File: src/rtl/calc_pkg.sv
// Shared types and constants for the signed keypad calculator controller.
// Latency: none (declarations only).
// Backpressure: none (declarations only).
package calc_pkg;

  typedef enum logic [2:0] {
    S_IDLE     = 3'd0,
    S_ENTRY_A  = 3'd1,
    S_OPERATOR = 3'd2,
    S_ENTRY_B  = 3'd3,
    S_COMPUTE  = 3'd4,
    S_DONE     = 3'd5
  } state_t;

  localparam logic [2:0] OP_NEG = 3'b001;
  localparam logic [2:0] OP_ADD = 3'b010;
  localparam logic [2:0] OP_SUB = 3'b011;
  localparam logic [2:0] OP_MUL = 3'b100;

  localparam int RADIX = 10;

  // Keypad codes at or above the radix are not digits.
  function automatic logic is_digit(input logic [3:0] key);
    return key < 4'(RADIX);
  endfunction

  // Only the four defined opcodes count as an operator event.
  function automatic logic is_opcode(input logic [2:0] op);
    return (op == OP_NEG) || (op == OP_ADD) || (op == OP_SUB) || (op == OP_MUL);
  endfunction

endpackage

File: src/rtl/calc_seq_mult.sv
// Signed shift-add multiplier, one multiplier bit per cycle, full 2*DATA_W product.
// Latency: start at edge E, done high during the cycle after edge E+DATA_W-1 (one cycle only).
// Backpressure: none; a new start restarts the unit, nRST low aborts it synchronously.
module calc_seq_mult #(
  parameter int DATA_W = 16
) (
  input  logic                  clk,
  input  logic                  nRST,
  input  logic                  start,
  input  logic [DATA_W-1:0]     a,
  input  logic [DATA_W-1:0]     b,
  output logic                  done,
  output logic [2*DATA_W-1:0]   product
);

  localparam int PW = 2 * DATA_W;
  localparam int CW = $clog2(DATA_W + 1);

  logic [PW-1:0]     acc;
  logic [PW-1:0]     mc_sh;
  logic [DATA_W-1:0] mp;
  logic [CW-1:0]     cnt;
  logic              run;
  logic [PW-1:0]     a_ext;

  assign a_ext = {{DATA_W{a[DATA_W-1]}}, a};

  // The multiplier's top bit carries negative weight, so its partial product is subtracted.
  function automatic logic [PW-1:0] step(input logic [PW-1:0] acc_i,
                                         input logic [PW-1:0] mc_i,
                                         input logic          bit_i,
                                         input logic          last_i);
    if (!bit_i) return acc_i;
    if (last_i) return acc_i - mc_i;
    return acc_i + mc_i;
  endfunction

  // Bit 0 is folded in on the start edge; the remaining DATA_W-1 bits follow one per cycle.
  always_ff @(posedge clk) begin
    if (!nRST) begin
      acc   <= '0;
      mc_sh <= '0;
      mp    <= '0;
      cnt   <= '0;
      run   <= 1'b0;
    end else if (start) begin
      acc   <= step({PW{1'b0}}, a_ext, b[0], 1'b0);
      mc_sh <= a_ext << 1;
      mp    <= b >> 1;
      cnt   <= CW'(1);
      run   <= 1'b1;
    end else if (run) begin
      if (cnt == CW'(DATA_W)) begin
        run <= 1'b0;
      end else begin
        acc   <= step(acc, mc_sh, mp[0], cnt == CW'(DATA_W - 1));
        mc_sh <= mc_sh << 1;
        mp    <= mp >> 1;
        cnt   <= cnt + 1'b1;
      end
    end
  end

  assign done    = run && (cnt == CW'(DATA_W));
  assign product = acc;

endmodule

File: src/rtl/calc_ctrl.sv
// Signed decimal calculator controller: keypad entry, negate/add/sub/mul, chaining; CALC_SAT_EN selects saturating results.
// Latency: digit 1 cycle after strobe sample, add/sub result 2 cycles after equal, multiply DATA_W+1 cycles after equal.
// Backpressure: none; events arriving in S_COMPUTE or in states where they have no meaning are dropped.
module calc_ctrl import calc_pkg::*; #(
  parameter int DATA_W     = 16,
  parameter int MAX_DIGITS = 5
) (
  input  logic              clk,
  input  logic              nRST,
  input  logic [3:0]        keypad_input,
  input  logic              read_input,
  input  logic [2:0]        operator_input,
  input  logic              equal_input,
  output logic              complete,
  output logic              busy,
  output logic              overflow,
  output logic [DATA_W-1:0] display_output,
  output state_t            tb_current_state
);

  localparam int CNT_W = $clog2(MAX_DIGITS + 1);
  localparam logic [DATA_W-1:0] HALF    = {1'b1, {(DATA_W-1){1'b0}}};
  localparam logic [DATA_W-1:0] MAXP    = {1'b0, {(DATA_W-1){1'b1}}};
  localparam logic [DATA_W+3:0] RADIX_W = (DATA_W+4)'(RADIX);
  localparam logic [DATA_W+3:0] HALF_W  = {4'b0000, HALF};

  state_t            state;
  logic              read_s, read_d, eq_s;
  logic [3:0]        key_s;
  logic [2:0]        op_s;
  logic [DATA_W-1:0] mag_a, mag_b;
  logic              sign_a, sign_b;
  logic [CNT_W-1:0]  cnt_a, cnt_b;
  logic [2:0]        opcode;
  logic [DATA_W-1:0] result;
  logic              ovf_r;

  logic              eq_ev, op_ev, dg_ev;
  logic              ent_b, cur_sign, dig_ok;
  logic [DATA_W-1:0] cur_mag, nxt_mag;
  logic [CNT_W-1:0]  cur_cnt;
  logic [DATA_W+3:0] nxt_w;
  logic [DATA_W-1:0] a_val, b_val;
  logic [DATA_W-1:0] sum_v, dif_v, alu_raw, alu_res, neg_res;
  logic              sum_o, dif_o, mul_o, alu_ovf, neg_o;
  logic [DATA_W-1:0] disp;
  logic              mul_start, mul_done;
  logic [2*DATA_W-1:0] mul_p;

  // Signed operand from magnitude and sign; a positive full-scale magnitude clamps to the largest positive value.
  function automatic logic [DATA_W-1:0] to_val(input logic [DATA_W-1:0] m, input logic s);
    if (s) return -m;
    if (m == HALF) return MAXP;
    return m;
  endfunction

  assign a_val = to_val(mag_a, sign_a);
  assign b_val = to_val(mag_b, sign_b);

  // All strobes are registered once, so priority resolves on aligned events: equal, then operator, then digit.
  always_comb begin
    eq_ev = eq_s;
    op_ev = !eq_s && is_opcode(op_s);
    dg_ev = !eq_s && !is_opcode(op_s) && read_s && !read_d && is_digit(key_s);
  end

  // Next magnitude for the operand currently being entered, and whether the digit fits.
  always_comb begin
    ent_b    = (state == S_OPERATOR) || (state == S_ENTRY_B);
    cur_mag  = ent_b ? mag_b  : mag_a;
    cur_sign = ent_b ? sign_b : sign_a;
    cur_cnt  = ent_b ? cnt_b  : cnt_a;
    nxt_w    = {4'b0000, cur_mag} * RADIX_W + {{DATA_W{1'b0}}, key_s};
    nxt_mag  = nxt_w[DATA_W-1:0];
    dig_ok   = (cur_cnt < CNT_W'(MAX_DIGITS)) && (nxt_w <= HALF_W);
  end

  // Raw arithmetic and overflow detection for the latched opcode.
  always_comb begin
    sum_v = a_val + b_val;
    sum_o = (a_val[DATA_W-1] == b_val[DATA_W-1]) && (sum_v[DATA_W-1] != a_val[DATA_W-1]);
    dif_v = a_val - b_val;
    dif_o = (a_val[DATA_W-1] != b_val[DATA_W-1]) && (dif_v[DATA_W-1] != a_val[DATA_W-1]);
    mul_o = !((&mul_p[2*DATA_W-1:DATA_W-1]) || !(|mul_p[2*DATA_W-1:DATA_W-1]));
    neg_o = (result == HALF);
    case (opcode)
      OP_SUB: begin
        alu_raw = dif_v;
        alu_ovf = dif_o;
      end
      OP_MUL: begin
        alu_raw = mul_p[DATA_W-1:0];
        alu_ovf = mul_o;
      end
      default: begin
        alu_raw = sum_v;
        alu_ovf = sum_o;
      end
    endcase
  end

`ifdef CALC_SAT_EN
  logic alu_neg;
  // Sign of the true result picks the saturation rail; add/sub only overflow when it matches A.
  always_comb begin
    alu_neg = (opcode == OP_MUL) ? mul_p[2*DATA_W-1] : a_val[DATA_W-1];
  end
`endif

  // Final result values: saturate on overflow when enabled, otherwise keep the wrapped low bits.
  always_comb begin
    alu_res = alu_raw;
    neg_res = -result;
`ifdef CALC_SAT_EN
    if (alu_ovf) alu_res = alu_neg ? HALF : MAXP;
    if (neg_o) neg_res = MAXP;
`endif
  end

  assign mul_start = eq_ev && (state == S_ENTRY_B) && (opcode == OP_MUL);

  calc_seq_mult #(
    .DATA_W (DATA_W)
  ) u_mult (
    .clk     (clk),
    .nRST    (nRST),
    .start   (mul_start),
    .a       (a_val),
    .b       (b_val),
    .done    (mul_done),
    .product (mul_p)
  );

  // Main FSM: operand entry, operator latch, compute and result/chaining handling.
  always_ff @(posedge clk) begin
    if (!nRST) begin
      state  <= S_IDLE;
      read_s <= 1'b0;
      read_d <= 1'b0;
      key_s  <= '0;
      op_s   <= '0;
      eq_s   <= 1'b0;
      mag_a  <= '0;
      mag_b  <= '0;
      sign_a <= 1'b0;
      sign_b <= 1'b0;
      cnt_a  <= '0;
      cnt_b  <= '0;
      opcode <= '0;
      result <= '0;
      ovf_r  <= 1'b0;
    end else begin
      read_s <= read_input;
      read_d <= read_s;
      key_s  <= keypad_input;
      op_s   <= operator_input;
      eq_s   <= equal_input;
      case (state)
        S_IDLE, S_ENTRY_A: begin
          if (op_ev) begin
            if (op_s == OP_NEG) begin
              sign_a <= ~sign_a;
              if (sign_a && (mag_a == HALF)) ovf_r <= 1'b1;
              state <= S_ENTRY_A;
            end else if (state == S_ENTRY_A) begin
              opcode <= op_s;
              state  <= S_OPERATOR;
            end
          end else if (dg_ev) begin
            state <= S_ENTRY_A;
            if (dig_ok) begin
              mag_a <= nxt_mag;
              cnt_a <= cnt_a + 1'b1;
              if (!cur_sign && (nxt_mag == HALF)) ovf_r <= 1'b1;
            end
          end
        end
        S_OPERATOR, S_ENTRY_B: begin
          if (eq_ev) begin
            if (state == S_ENTRY_B) state <= S_COMPUTE;
          end else if (op_ev) begin
            if (op_s == OP_NEG) begin
              sign_b <= ~sign_b;
              if (sign_b && (mag_b == HALF)) ovf_r <= 1'b1;
              state <= S_ENTRY_B;
            end else if (state == S_OPERATOR) begin
              opcode <= op_s;
            end
          end else if (dg_ev) begin
            state <= S_ENTRY_B;
            if (dig_ok) begin
              mag_b <= nxt_mag;
              cnt_b <= cnt_b + 1'b1;
              if (!cur_sign && (nxt_mag == HALF)) ovf_r <= 1'b1;
            end
          end
        end
        S_COMPUTE: begin
          if ((opcode != OP_MUL) || mul_done) begin
            result <= alu_res;
            if (alu_ovf) ovf_r <= 1'b1;
            state  <= S_DONE;
          end
        end
        S_DONE: begin
          if (op_ev) begin
            if (op_s == OP_NEG) begin
              result <= neg_res;
              if (neg_o) ovf_r <= 1'b1;
            end else begin
              sign_a <= result[DATA_W-1];
              mag_a  <= result[DATA_W-1] ? -result : result;
              cnt_a  <= '0;
              mag_b  <= '0;
              sign_b <= 1'b0;
              cnt_b  <= '0;
              ovf_r  <= 1'b0;
              opcode <= op_s;
              state  <= S_OPERATOR;
            end
          end else if (dg_ev) begin
            sign_a <= 1'b0;
            mag_b  <= '0;
            sign_b <= 1'b0;
            cnt_b  <= '0;
            opcode <= '0;
            result <= '0;
            ovf_r  <= 1'b0;
            state  <= S_ENTRY_A;
            if ({{DATA_W{1'b0}}, key_s} <= HALF_W) begin
              mag_a <= DATA_W'(key_s);
              cnt_a <= CNT_W'(1);
              if (DATA_W'(key_s) == HALF) ovf_r <= 1'b1;
            end else begin
              mag_a <= '0;
              cnt_a <= '0;
            end
          end
        end
        default: state <= S_IDLE;
      endcase
    end
  end

  // Display follows the operand being entered, holds B while computing, then shows the result.
  always_comb begin
    case (state)
      S_OPERATOR, S_ENTRY_B, S_COMPUTE: disp = b_val;
      S_DONE:                           disp = result;
      default:                          disp = a_val;
    endcase
  end

  assign display_output   = disp;
  assign complete         = (state == S_DONE);
  assign busy             = (state == S_COMPUTE);
  assign overflow         = ovf_r;
  assign tb_current_state = state;

endmodule

File: config.mk
export PLATFORM = sky130hd
export DESIGN_NAME = calc_ctrl
export DESIGN_NICKNAME = d
export VERILOG_FILES = /design/src/rtl/calc_pkg.sv /design/src/rtl/calc_seq_mult.sv /design/src/rtl/calc_ctrl.sv
export SDC_FILE = /design/constraint.sdc
export NUM_CORES = 1
export LEC_CHECK = 0
export CAP_MARGIN = 20
export CORE_ASPECT_RATIO = 2
export CORE_MARGIN = 2
export CORE_UTILIZATION = 58
export CTS_CLUSTER_SIZE = 24
export DETAILED_ROUTE_END_ITERATION = 7
export PLACE_DENSITY = 0.78
export SLEW_MARGIN = 10
export SYNTH_ARGS = -nofsm -noshare
export SYNTH_HDL_FRONTEND = slang
export SYNTH_SLANG_ARGS = --single-unit
File: constraint.sdc
create_clock -name clk -period 5.16 [get_ports clk]
set_clock_uncertainty 0.1 [all_clocks]
set_input_delay 1.29 -clock clk [delete_from_list [all_inputs] [get_ports clk]]
set_output_delay 1.29 -clock clk [all_outputs]
set_load 0.005 [all_outputs]
---- Word-level counts from Yosys, hierarchy flattened ----
Cells that the tools add are included.
word-level totals
  word-level logic and storage cells ...... 278
  bits of input ports ..................... 11
  output and inout port bits .............. 22
  register bits ........................... 157
cells by class
  mux-type cells .......................... 137
  multipliers ............................. 1
  add/subtract/negate cells ............... 11
  reductions and logical operators ........ 49
  bitwise gates (word level) .............. 4
  magnitude comparators ................... 3
  eq/ne operators ......................... 52
operators with widths
  cell                     count
  $mux W32                 12
  $mux W16                 23
  $pmux W16 S2             5
  $mux W3                  34
  $eq A16 B16 Y1 const B   4
  $mux W1                  52
  $neg A16 Y16             3
  $mux W15                 3
  $add A32 B32 Y32         1
  $ne A2 B2 Y1 const B     16
  $sub A32 B32 Y32         1
  $ne A3 B3 Y1 const B     7
  $add A20 B4 Y20          1
  $le A20 B16 Y1 const B   1
  $reduce_and A10 Y1       2
  $mul A16 B3 Y19 const B  1
  $reduce_and A6 Y1        3
  $reduce_and A17 Y1       1
  $reduce_or A17 Y1        1
  $add A16 B16 Y16         1
  $ne A4 B4 Y1 const B     4
  $sub A16 B16 Y16         1
  $eq A3 B2 Y1 const B     5
  $logic_and A1 B1 Y1      14
  31 further kinds         61

---- Longest topological paths before layout ----
Gate-level depths: netlist of run 1.
  depth in word-level cells ............... 15
  gate-level depth with buffers ........... 22
  mapped depth without buffers ............ 20

---- Cells and area by module ----
From an unflattened synthesis of run 1, not the netlist that was laid out.
unflattened totals
  cell total of the unflattened synthesis .. 2063
  area total of the unflattened synthesis .. 14620.3 µm²
by module, submodules not included
  module         cells each  sequential area each (µm²)  area an instance (µm²)  instances
  calc_ctrl      1240        1461.4                      8688.3                  1
  calc_seq_mult  823         1681.6                      5931.9                  1

---- Least setup slack after synthesis of run 1 ----
OpenSTA, ideal clock, no wires.
  kind .................................... register to register
  start ................................... register state[1], in the netlist tb_current_state[1]
  end ..................................... register mag_a[10]
  arrival ................................. 5.467 ns
  clock period less this slack ............ 5.647 ns
  required time ........................... 4.980 ns
  cell stages (with the launch flop) ...... 22
  path slack .............................. -0.487 ns
  cell sequence ........................... dfxtp_1 -> clkbuf_1 -> nor2b_1 -> buf_1 -> clkbuf_1 -> clkbuf_1 -> nand2_1 -> nand2_1 -> ha_1 -> ha_1 -> fa_1 -> xor2_2 -> o2111ai_1 -> nor4_1 -> mux2i_1 -> xnor2_1 -> a2111o_1 -> o41a_4 -> nor4_4 -> buf_6 -> nor3_1 -> a211oi_2
on the way
  cells in the longest elaborated chain, start to end .. 9
RTL lines
  element                                                      RTL line                           source
  start, declared                                              calc_ctrl.sv:27                    state_t state;
  start signal, assigned                                       calc_ctrl.sv:137                   state <= S_IDLE;
  start signal, assigned                                       calc_ctrl.sv:164                   state <= S_ENTRY_A;
  start signal, assigned                                       calc_ctrl.sv:167                   state <= S_OPERATOR;
  $eq A3 B2 Y1                                                 calc_ctrl.sv:69                    ent_b = (state == S_OPERATOR) || (state == S_ENTRY_B);
  $logic_or A1 B1 Y1                                           calc_ctrl.sv:69
  $mux W16                                                     calc_ctrl.sv:70                    cur_mag = ent_b ? mag_b : mag_a;
  $mul A16 B3 Y19                                              calc_ctrl.sv:73                    nxt_w = {4'b0000, cur_mag} * RADIX_W + {{DATA_W{1'b0}}, key_s};
  $add A20 B4 Y20                                              calc_ctrl.sv:73
  $le A20 B16 Y1 or $mux W16 (tied branches)                   calc_ctrl.sv:75, calc_ctrl.sv:171
  $logic_and A1 B1 Y1 or $mux W16 (tied branches)              --
  $ne A2 B2 Y1 (no line) or $mux W16 (tied branches)           --
  $reduce_and A6 Y1 (no line) or $pmux W16 S2 (tied branches)  --
  end signal, assigned                                         calc_ctrl.sv:172                   mag_a <= nxt_mag;
  end signal, assigned                                         calc_ctrl.sv:212                   mag_a <= result[DATA_W-1] ? -result : result;
  end signal, assigned                                         calc_ctrl.sv:231                   mag_a <= DATA_W'(key_s);
  end, declared                                                calc_ctrl.sv:31                    logic [DATA_W-1:0] mag_a, mag_b;
Parallel ways exist; a longest one is shown, timed or not. The select of a mux whose other input is x is not followed.
A chain may end at the register's enable or synchronous reset.

---- Worst setup path after layout of run 1 ----
  start ................................... register mag_b[6]
  end ..................................... output port display_output[7]
on the way
  cells in the longest elaborated chain, start to end .. 6
RTL lines
  element                                         RTL line                          source
  start, declared                                 calc_ctrl.sv:31
  start signal, assigned                          calc_ctrl.sv:192                  mag_b <= nxt_mag;
  $neg A16 Y16 or $eq A16 B16 Y1 (tied branches)  calc_ctrl.sv:52, calc_ctrl.sv:53
  $mux W16 or $mux W1 (tied branches)             calc_ctrl.sv:52, calc_ctrl.sv:53
  $mux W16 or $mux W1 (tied branches)             calc_ctrl.sv:53                   if (m == HALF) return MAXP;
  $mux W16                                        calc_ctrl.sv:54                   return m;
  $mux W16 *                                      calc_ctrl.sv:53
  $pmux W16 S2 *                                  calc_ctrl.sv:247                  case (state)
  end, declared                                   calc_ctrl.sv:17                   output logic [DATA_W-1:0] display_output,
Mark *: on every way between the ends. The rest lies on a longest branch, timed or not. The select of a mux whose other input is x is not followed.

==> results.md, run 1 <==
Worst setup path:
- The worst setup path is of the reg2out kind.
- The biggest fanout along the worst timing path is 4.
- The most critical setup path has its endpoint at display_output[7].
- The slack of the worst reg-to-reg path is 0.16 ns.
- STA classifies the critical path startpoint as a flop.
- The origin of the critical flop-to-flop path is tb_current_state[1].
- Counting cells, the worst reg-to-reg path comes to 18.
- For the worst setup path, the data arrival time is 3.78 ns.
- The startpoint of the worst setup timing path is mag_b[6].
- The critical register-to-register path endpoint is mag_a[5].
- STA classifies the critical path endpoint as an output port.
- Data on the critical path is required at its endpoint by 3.77 ns.

Route:
- The first-pass iteration count of the detailed router is 8.
- The post-route antenna net violation count is 0.
- The wire length per cell is 23.4 um.
- After detailed routing, the number of remaining DRC violations is 1.
- The routed via count divided by cell count is 6.70.
- The number of vias in the routed layout is 16233.
- The first routing iteration left 1397 violations.
- Wires add up to 56.6 mm.

Logic synthesis:
- The distinct cell type count after synthesis is 95.
- Sequential cells were found to cover 21.8% of the synthesized design area.
- The number of nets handed over by synthesis was 2110.
- The synthesized area divided by synthesized cell count is 7.22 um2.
- The number of flops mapped to enable cells by yosys is 0.
- Yosys attributes the largest share of cell area to sky130_fd_sc_hd__dfxtp_1, sky130_fd_sc_hd__ha_1, sky130_fd_sc_hd__nand2_1, sky130_fd_sc_hd__a21oi_1, sky130_fd_sc_hd__xnor2_1.
- During synthesis, Yosys emitted a total of 0 warnings.
- In this run, synthesis produced a sequential element count of 157.
- For this run, asynchronously set or reset flops after synthesis account for 0%.
- The post-synthesis instance total is 2001.
- The area share of the leading cell type in the synthesized netlist is 21.8%.
- For this run, the leading register cell type out of synthesis is sky130_fd_sc_hd__dfxtp_1.
- Of all cell types, the one taking the most synthesized area is sky130_fd_sc_hd__dfxtp_1.
- The post-synthesis instance area is 14400 um2.

Floorplan:
- The area of the core region is 24400 um2.
- Row generation in the floorplan step produced 81 rows.
- The height of the die is 227 um.
- The number of top-level design ports is 33.
- The die covers 26300 um2.
- For this configuration, the core starts out at a cell density of 59.1%.
- The floorplan step set the die width to 116 um.

Power:
- Combinational cells account for 36.2% of the total power.
- The power per cell area is 242 nW/um2.
- The internal portion of the total power is 2560 uW.
- For this design the static power due to leakage is 0.00676 uW.
- The switching fraction of total power is 37.1%.
- The clock network burns 32.7% of the power.
- IR analysis of the VDD net gives a maximum drop of 0.355 mV.
- The register share of total power is 31.1%.
- The switching power is 1510 uW.

Timing:
- The maximum clock rate is 193 MHz.
- The final number of max-transition violations is 0.
- The share of the clock period used by the worst path is 100%.
- The final sum of negative setup slack is -0.0127 ns.
- The worst path in the final design needs a cycle of 5.17 ns, including I/O delays and setup.
- Setup slack on the critical path of the routed design comes to -0.0126 ns.
- The measured slew at the worst slew-check pin is 1.15 ns.
- The relative slew slack is 23.0%.
- The number of hold-slack violations in the final timing report is 0.
- Setup repair after global routing could not meet its margin everywhere.
- Setup violations remaining at the end of the flow were counted as 2.

GRT:
- Entering global routing, the biggest net connects 94 pins.
- The total global routing overflow is 0.
- The global-route usage over all layers is 43.3%.
- The initial antenna violation count was 1.
- The via count of the first global-routing pass is 15995.
- The first global-routing pass estimated 85.9 mm of wire.

CTS:
- For the worst-skew pair, the clock arrives at the later sink with an insertion delay of 0.47 ns.
- The deepest clock path buffer count is 2.
- Buffers inserted during clock tree synthesis total 17.
- TritonCTS built the clock tree.
- The cell chosen for the clock root is sky130_fd_sc_hd__clkbuf_16.
- The total number of H-tree levels is 4.
- The register clock-pin slew on the reported worst setup and hold paths is 0.07 ns.
- Clock tree synthesis found a total of 157 sinks.
- The number of buffers inserted for hold repair after clock tree synthesis is 0.

Layout:
- The final instance count without filler cells is 2422.
- The footprint of the flip-flops and latches is 3150 um2.
- The finished cells cover 16800 um2.
- The repair_antennas step left the layout with diodes totalling 0.
- Compared with the post-synthesis result, the final layout area differs by 16.4%.
- The area taken by multi-input logic gates is 10800 um2.
- The share of cells above drive strength 1 is 15.3%.
- The net count of the finished layout is 2186.
- The fraction of the core area covered by cells at the end of the flow is 68.8%.
- Fill cells in the final layout number 2072.
- The top cell types in the final layout, fill and taps aside, are sky130_fd_sc_hd__nand2_1, sky130_fd_sc_hd__nor2_1, sky130_fd_sc_hd__buf_4, sky130_fd_sc_hd__dfxtp_1, sky130_fd_sc_hd__a21oi_1.
- Leaving out fill and tap cells, the most frequent cell in the layout is sky130_fd_sc_hd__nand2_1.

Min path:
- The instance count along the most critical hold path is 1.
- The path class of the tightest hold or removal check is reg2reg.

Status:
- The flow ran to the end, but the final reports show violations.
- The final reports fail on design-rule violations, negative setup slack.

Place:
- Once placement finished, the instance area stood at 15800 um2.
- The cell count after placement is 2373.
- The half-perimeter wire length after placement is 41.1 mm.
- The post-placement setup slack is 0.0227 ns.
- The number of buffer cells added on primary ports is 32.
- The routability congestion estimate is 1.03.

Flow run:
- Across the run, the number of max-cap violations was 0.
==> synth_stat cells, types with 9 or more instances <==
library cell               instances
sky130_fd_sc_hd__o221ai_1          9
sky130_fd_sc_hd__nand2_1         273
sky130_fd_sc_hd__nand4_1          28
sky130_fd_sc_hd__nor4_1           19
sky130_fd_sc_hd__nand2b_1         13
sky130_fd_sc_hd__or4_1             9
sky130_fd_sc_hd__buf_1            12
sky130_fd_sc_hd__o22ai_1          13
sky130_fd_sc_hd__nor3_1           62
sky130_fd_sc_hd__or3_1            13
sky130_fd_sc_hd__a211o_1           9
sky130_fd_sc_hd__xnor2_1          81
sky130_fd_sc_hd__o211ai_1         28
sky130_fd_sc_hd__a22oi_1          23
sky130_fd_sc_hd__xor2_1           33
sky130_fd_sc_hd__a221oi_1         15
sky130_fd_sc_hd__o41ai_1          10
sky130_fd_sc_hd__nor2b_1          13
sky130_fd_sc_hd__or2_2            10
sky130_fd_sc_hd__inv_1            75
sky130_fd_sc_hd__a31oi_1          41
sky130_fd_sc_hd__o21ai_1          16
sky130_fd_sc_hd__o21a_1           10
sky130_fd_sc_hd__and2_1           19
sky130_fd_sc_hd__o21bai_1         18
sky130_fd_sc_hd__a311oi_1         18
sky130_fd_sc_hd__and3_1           19
sky130_fd_sc_hd__dfxtp_1         157
sky130_fd_sc_hd__a21oi_1         151
sky130_fd_sc_hd__nand3_1          51
sky130_fd_sc_hd__ha_1             93
sky130_fd_sc_hd__a21o_1           37
sky130_fd_sc_hd__clkbuf_1        115
sky130_fd_sc_hd__mux2i_1          31
sky130_fd_sc_hd__buf_2            11
sky130_fd_sc_hd__a211oi_2          9
sky130_fd_sc_hd__o21ai_0         114
sky130_fd_sc_hd__o31ai_1          11
sky130_fd_sc_hd__a211oi_1         31
sky130_fd_sc_hd__nor2_1          177
sky130_fd_sc_hd__nor3b_1          10
==> flip-flops by register name, summed over array words and instances (netlist names) <==
register	flops
opcode	3
u_mult.run	1
cnt_b	3
key_s	4
sign_b	1
tb_current_state	3
read_s	1
mag_a	16
u_mult.product	32
cnt_a	3
mag_b	16
eq_ev	1
read_d	1
result	16
overflow	1
sign_a	1
u_mult.mp	15
u_mult.mc_sh	31
u_mult.cnt	5
op_s	3
==> metal layers <==
| layer | track usage, % | vias to the layer above | wire length [um] |
|---|---|---|---|
| li1 | - | 7443 | - |
| met2 | 72.0 | 854 | 27600 |
| met5 | 0 | - | 10 |
| met4 | 48.3 | 2 | 6960 |
| met1 | 37.6 | 7535 | 17400 |
| met3 | 14.2 | 399 | 4610 |
==> metrics by stage <==
| stage | power (uW) | hold WS [ns] |
|---|---|---|
| 3_5_place_dp | 2600 | 0.349 |
| 4_1_cts | 3930 | 0.372 |
| 6_report | 4070 | 0.368 |
| 2_1_floorplan | 2090 | 0.322 |
| 3_3_place_gp | 2580 | 0.337 |
| 5_1_grt | 4190 | 0.401 |
==> logic make-up after synthesis <==
family / Yosys count / synth area share (%)
xor+xnor: 115 / 7.03
fa+ha+maj: 98 / 8.75
flops: 157 / 21.8
mux: 36 / 2.54
simple gates: 747 / 24.5
buf+inv: 217 / 5.79
compound gates: 631 / 29.7
==> repair_timing <==
| action | CTS | global route |
|---|---|---|
| endpoints found under the hold margin | 0 | 0 |
| pin swaps | 8 | 9 |
| setup buffers | 13 | 4 |
| setup endpoints to repair | 15 | 59 |
| gates resized for setup | 41 | 55 |
==> critical path, stage by stage (launching register included) <==
cell	delay [ns]
sky130_fd_sc_hd__dfxtp_1	0.31
sky130_fd_sc_hd__or4_4	0.54
sky130_fd_sc_hd__or4_4	0.46
sky130_fd_sc_hd__nor2_4	0.10
sky130_fd_sc_hd__nand4b_1	0.12
sky130_fd_sc_hd__buf_6	0.18
sky130_fd_sc_hd__and2_4	0.18
sky130_fd_sc_hd__buf_4	0.15
sky130_fd_sc_hd__a21oi_1	0.11
sky130_fd_sc_hd__o22a_1	0.22
sky130_fd_sc_hd__inv_2	0.06
sky130_fd_sc_hd__o211ai_1	0.15
sky130_fd_sc_hd__o21ai_1	0.11
sky130_fd_sc_hd__o21ai_2	0.22
sky130_fd_sc_hd__buf_4	0.16
sky130_fd_sc_hd__dlygate4sd2_1	0.24
==> layout make-up <==
| type | count | share of cell area (%) |
|---|---|---|
| Timing Repair Buffer | 196 | 9.31 |
| Clock buffer | 18 | 2.61 |
| Tap cell | 332 | 2.47 |
| Inverter | 78 | 1.75 |
| Multi-Input combinational cell | 1627 | 64.2 |
| Sequential cell | 157 | 18.7 |
| Clock inverter | 14 | 0.945 |
==> power groups by stage <==
stage / Sequential, uW / Combinational (uW) / Clock [uW]
2_1_floorplan: 1270 / 816 / 0
3_3_place_gp: 1290 / 1290 / 0
3_5_place_dp: 1290 / 1310 / 0
4_1_cts: 1260 / 1340 / 1330
5_1_grt: 1270 / 1560 / 1370
6_report: 1260 / 1470 / 1330
==> worst min-delay path by stage <==
stage                 start      endpoint  slack, ns
2_1_floorplan        read_s        read_d       0.32
3_3_place_gp         read_s        read_d       0.34
3_5_place_dp         read_s        read_d       0.35
4_1_cts              read_s        read_d       0.37
5_1_grt        u_mult.mp[8]  u_mult.mp[8]       0.40
6_report             read_s        read_d       0.37
Note: power is estimated with default switching activity, not from simulation.
==> run 2: changes to the inputs <==
--- a/config.mk
+++ b/config.mk
@@ -8,10 +8,11 @@
 export CAP_MARGIN = 20
 export CORE_ASPECT_RATIO = 2
 export CORE_MARGIN = 2
-export CORE_UTILIZATION = 58
+export CORE_UTILIZATION = 30
 export CTS_CLUSTER_SIZE = 24
 export DETAILED_ROUTE_END_ITERATION = 7
-export PLACE_DENSITY = 0.78
+export PLACE_DENSITY = 0.53
+export SETUP_SLACK_MARGIN = 0.2
 export SLEW_MARGIN = 10
 export SYNTH_ARGS = -nofsm -noshare
 export SYNTH_HDL_FRONTEND = slang
==> results.md, run 2 (synthesis results as in run 1) <==
GRT:
- The global-route wire length before repair is 90.8 mm (+5.7%).
- The pin count of the biggest net entering global routing is 70 (-26%).
- The initial antenna violation count came to 0 (-1).
- The global-route usage over all layers is 23.3% (-20 points).
- The total global routing overflow is 0 (unchanged).
- The via count of the first global-routing pass is 16012 (+0.11%).

Route:
- The number of design rule violations left after detail routing came to 0 (-1).
- The wire length per cell is 21.7 um (-7.3%).
- The post-route antenna net violation count is 0 (unchanged).
- The number of vias in the routed layout was 16082 (-0.93%).
- The final wirelength was 61.0 mm (+7.8%).
- The routed via count divided by cell count is 5.71 (-15%).
- The first-pass iteration count of the detailed router is 6 (-2).
- The iteration-0 DRC count of the detailed router is 1247 (-11%).

Floorplan:
- The starting density of the core came to 30.4% (-29 points).
- The number of top-level design ports was 33 (unchanged).
- The height of the die was 314 um (+38%).
- The number of placement rows is 113 (+40%).
- The die area is 50000 um2 (+91%).
- The area of the core region is 47500 um2 (+94%).
- The die span in x is 159 um (+38%).

Timing:
- The relative slew slack is 26.3% (+3.3 points).
- The number of endpoints failing setup at the final stage is 0 (-2).
- Setup repair after global routing could not meet its margin everywhere.
- The final number of max-transition violations is 0 (unchanged).
- The maximum clock rate came to 194 MHz (+0.25%).
- The minimum clock period after layout was 5.16 ns (-0.0130 ns).
- The share of the clock period used by the worst path was 100% (-0.25 points).
- The number of hold-slack violations in the final timing report is 0 (unchanged).
- The measured slew at the worst slew-check pin is 1.10 ns (-0.0492 ns).

Worst setup path:
- STA classifies the critical path startpoint as a flop.
- The kind of cell with the highest combined delay on the critical path is compound AO/OA/AOI/OAI gates.
- The worst setup path is of the reg2reg kind.
- The worst endpoint required time is 5.40 ns (+1.63 ns).
- By instance count, the cell type seen most on the critical path is sky130_fd_sc_hd__buf_12.
- The data arrival at the endpoint of the critical path came to 5.39 ns (+1.61 ns).
- Traced cell by cell, the critical path runs through nor2b_4 > buf_12 > clkbuf_16 > a21o_1 > ha_4 > ha_4 > fa_2 > a21o_4 > a22oi_1 > a211oi_2 > nor3_1 > o211ai_1 > a2111o_1 > buf_6 > o41ai_4 > buf_4 > nand4_4 > buf_12 > buf_12 > nand2_8 > clkbuf_16 > a211oi_2.
- The biggest fanout along the worst timing path was 5 (+1).
- The biggest cell delay along the critical path was 0.50 ns (-0.04 ns).
- The sort of element at the end of the critical path is a flop.
- The buffering stage count on the worst path with inverters included is 7 (+2).
- On the critical path, the stage with the largest delay is an instance of sky130_fd_sc_hd__a2111o_1.

Power:
- The worst-case vdd ir drop is 0.194 mV (-45%).
- The total power is 4270 uW (+5.0%).
- The leakage component of the power is 0.00734 uW (+8.5%).
- The power per cell area was 231 nW/um2 (-4.6%).

CTS:
- The total number of H-tree levels was 4 (unchanged).
- The cell chosen for the clock root is sky130_fd_sc_hd__clkbuf_16.
- The clock buffer count from CTS came to 17 (unchanged).
- The deepest clock path buffer count is 2 (unchanged).
- The CTS tree is done.
- The number of sinks driven by the clock tree is 157 (unchanged).
- The register clock-pin slew on the reported worst setup and hold paths is 0.08 ns (about the same).
- The number of buffers inserted for hold repair after clock tree synthesis is 0 (unchanged).
- The clock network latency to the later pin of the worst-skew pair is 0.46 ns (about the same).

Layout:
- The number of antenna cells inserted was 0 (unchanged).
- The final cell area excluding filler cells was 18500 um2 (+10%).
- The growth of design area from synthesis to finish is 28.1%.
- The flip-flop count of the largest register, all copies and words added was 32 (unchanged).
- Leaving out fill and tap cells, the most frequent cell in the layout is sky130_fd_sc_hd__nand2_1.
- The top cell types in the final layout, fill and taps aside, are sky130_fd_sc_hd__nand2_1, sky130_fd_sc_hd__buf_4, sky130_fd_sc_hd__nor2_1, sky130_fd_sc_hd__dfxtp_1, sky130_fd_sc_hd__a21oi_1.
- The share of cells above drive strength 1 is 21.8% (+6.4 points).
- The net count of the finished layout is 2279 (+4.3%).
- The final instance count without filler cells is 2815 (+16%).

Place:
- The half-perimeter wire length after placement is 46.1 mm (+12%).
- The placed standard-cell area is 16800 um2 (+6.3%).
- The number of buffer cells added on primary ports is 32 (unchanged).
- The routability congestion estimate was 0.918 (-11%).
- The cell count after placement was 2740 (+15%).

Flow run:
- The number of max-capacitance violations reported is 0 (unchanged).

Min path:
- The class of the tightest hold or removal check is reg2reg.

Status:
- The flow ran to the end, and the final reports show no timing, DRC or antenna violations.
-- run 2: cell count changes in the layout (fill, tap and decap cells not counted), sizes merged --
cell	previous run	this run
buf	166	263
bufinv	2	1
clkbuf	21	20
clkdlybuf4s15	0	3
clkdlybuf4s50	21	17
clkinv	5	7
clkinvlp	4	0
dlygate4sd2	4	1
inv	81	85
-- run 2: report_power, final --
group / switching, uW / internal [uW] / total, uW
sequential: 50.3 / 1230 / 1280
combinational: 914 / 751 / 1670
clock: 640 / 682 / 1320
total: 1600 / 2670 / 4270
-- run 2: metal layers --
layer,global-route usage [%],share of wire (%),vias to the layer above
met5,0,0,-
met4,17.2,8.2,0
li1,-,-,7629
met3,2.25,3.2,200
met2,46.3,55,497
met1,21.8,34,7756
-- run 2: stage by stage --
step	setup WS, ns	util, %	TNS [ns]	hold slack [ns]
finish	0.000452	39.0	0	0.364
global placement	-0.181	35.3	-0.567	0.339
floorplan	0.227	-	0	0.322
global route	-0.122	39.0	-2.07	0.385
CTS	0.0189	37.3	0	0.369
detailed placement	-0.103	35.3	-0.450	0.341
-- run 2: path summary, 6_finish.rpt --
check,start,end,slack (ns),cells past startpoint
max,tb_current_state[1],mag_a[2],0.0005,22
min,read_s,read_d,0.36,1
max reg2reg,tb_current_state[1],mag_a[2],0.0005,22
min reg2reg,read_s,read_d,0.36,1
-- run 2: worst register-to-register path, cell delays in order, from the launching register on --
cell                        delay (ns)
sky130_fd_sc_hd__dfxtp_4          0.36
sky130_fd_sc_hd__nor2b_4          0.20
sky130_fd_sc_hd__buf_12           0.14
sky130_fd_sc_hd__clkbuf_16        0.13
sky130_fd_sc_hd__a21o_1           0.18
sky130_fd_sc_hd__ha_4             0.23
sky130_fd_sc_hd__ha_4             0.16
sky130_fd_sc_hd__fa_2             0.46
sky130_fd_sc_hd__a21o_4           0.27
sky130_fd_sc_hd__a22oi_1          0.31
sky130_fd_sc_hd__a211oi_2         0.18
sky130_fd_sc_hd__nor3_1           0.26
sky130_fd_sc_hd__o211ai_1         0.15
sky130_fd_sc_hd__a2111o_1         0.50
sky130_fd_sc_hd__buf_6            0.15
sky130_fd_sc_hd__o41ai_4          0.36
sky130_fd_sc_hd__buf_4            0.20
sky130_fd_sc_hd__nand4_4          0.10
sky130_fd_sc_hd__buf_12           0.18
sky130_fd_sc_hd__buf_12           0.13
sky130_fd_sc_hd__nand2_8          0.07
sky130_fd_sc_hd__clkbuf_16        0.16
sky130_fd_sc_hd__a211oi_2         0.06
-- run 2: area by class of cell --
| type | instances | area [um2] |
|---|---|---|
| Clock buffer | 17 | 425 |
| Clock inverter | 15 | 150 |
| Fill cell | 5056 | 29000 |
| Inverter | 78 | 294 |
| Multi-Input combinational cell | 1627 | 11300 |
| Sequential cell | 157 | 3150 |
| Tap cell | 632 | 791 |
| Timing Repair Buffer | 289 | 2440 |
-- run 2: timing repair --
item | CTS | global route
cloned | 1 | 3
setup buffers | 17 | 22
resized for setup | 97 | 118
endpoints found under the setup margin | 55 | 60
pin swaps | 15 | 52
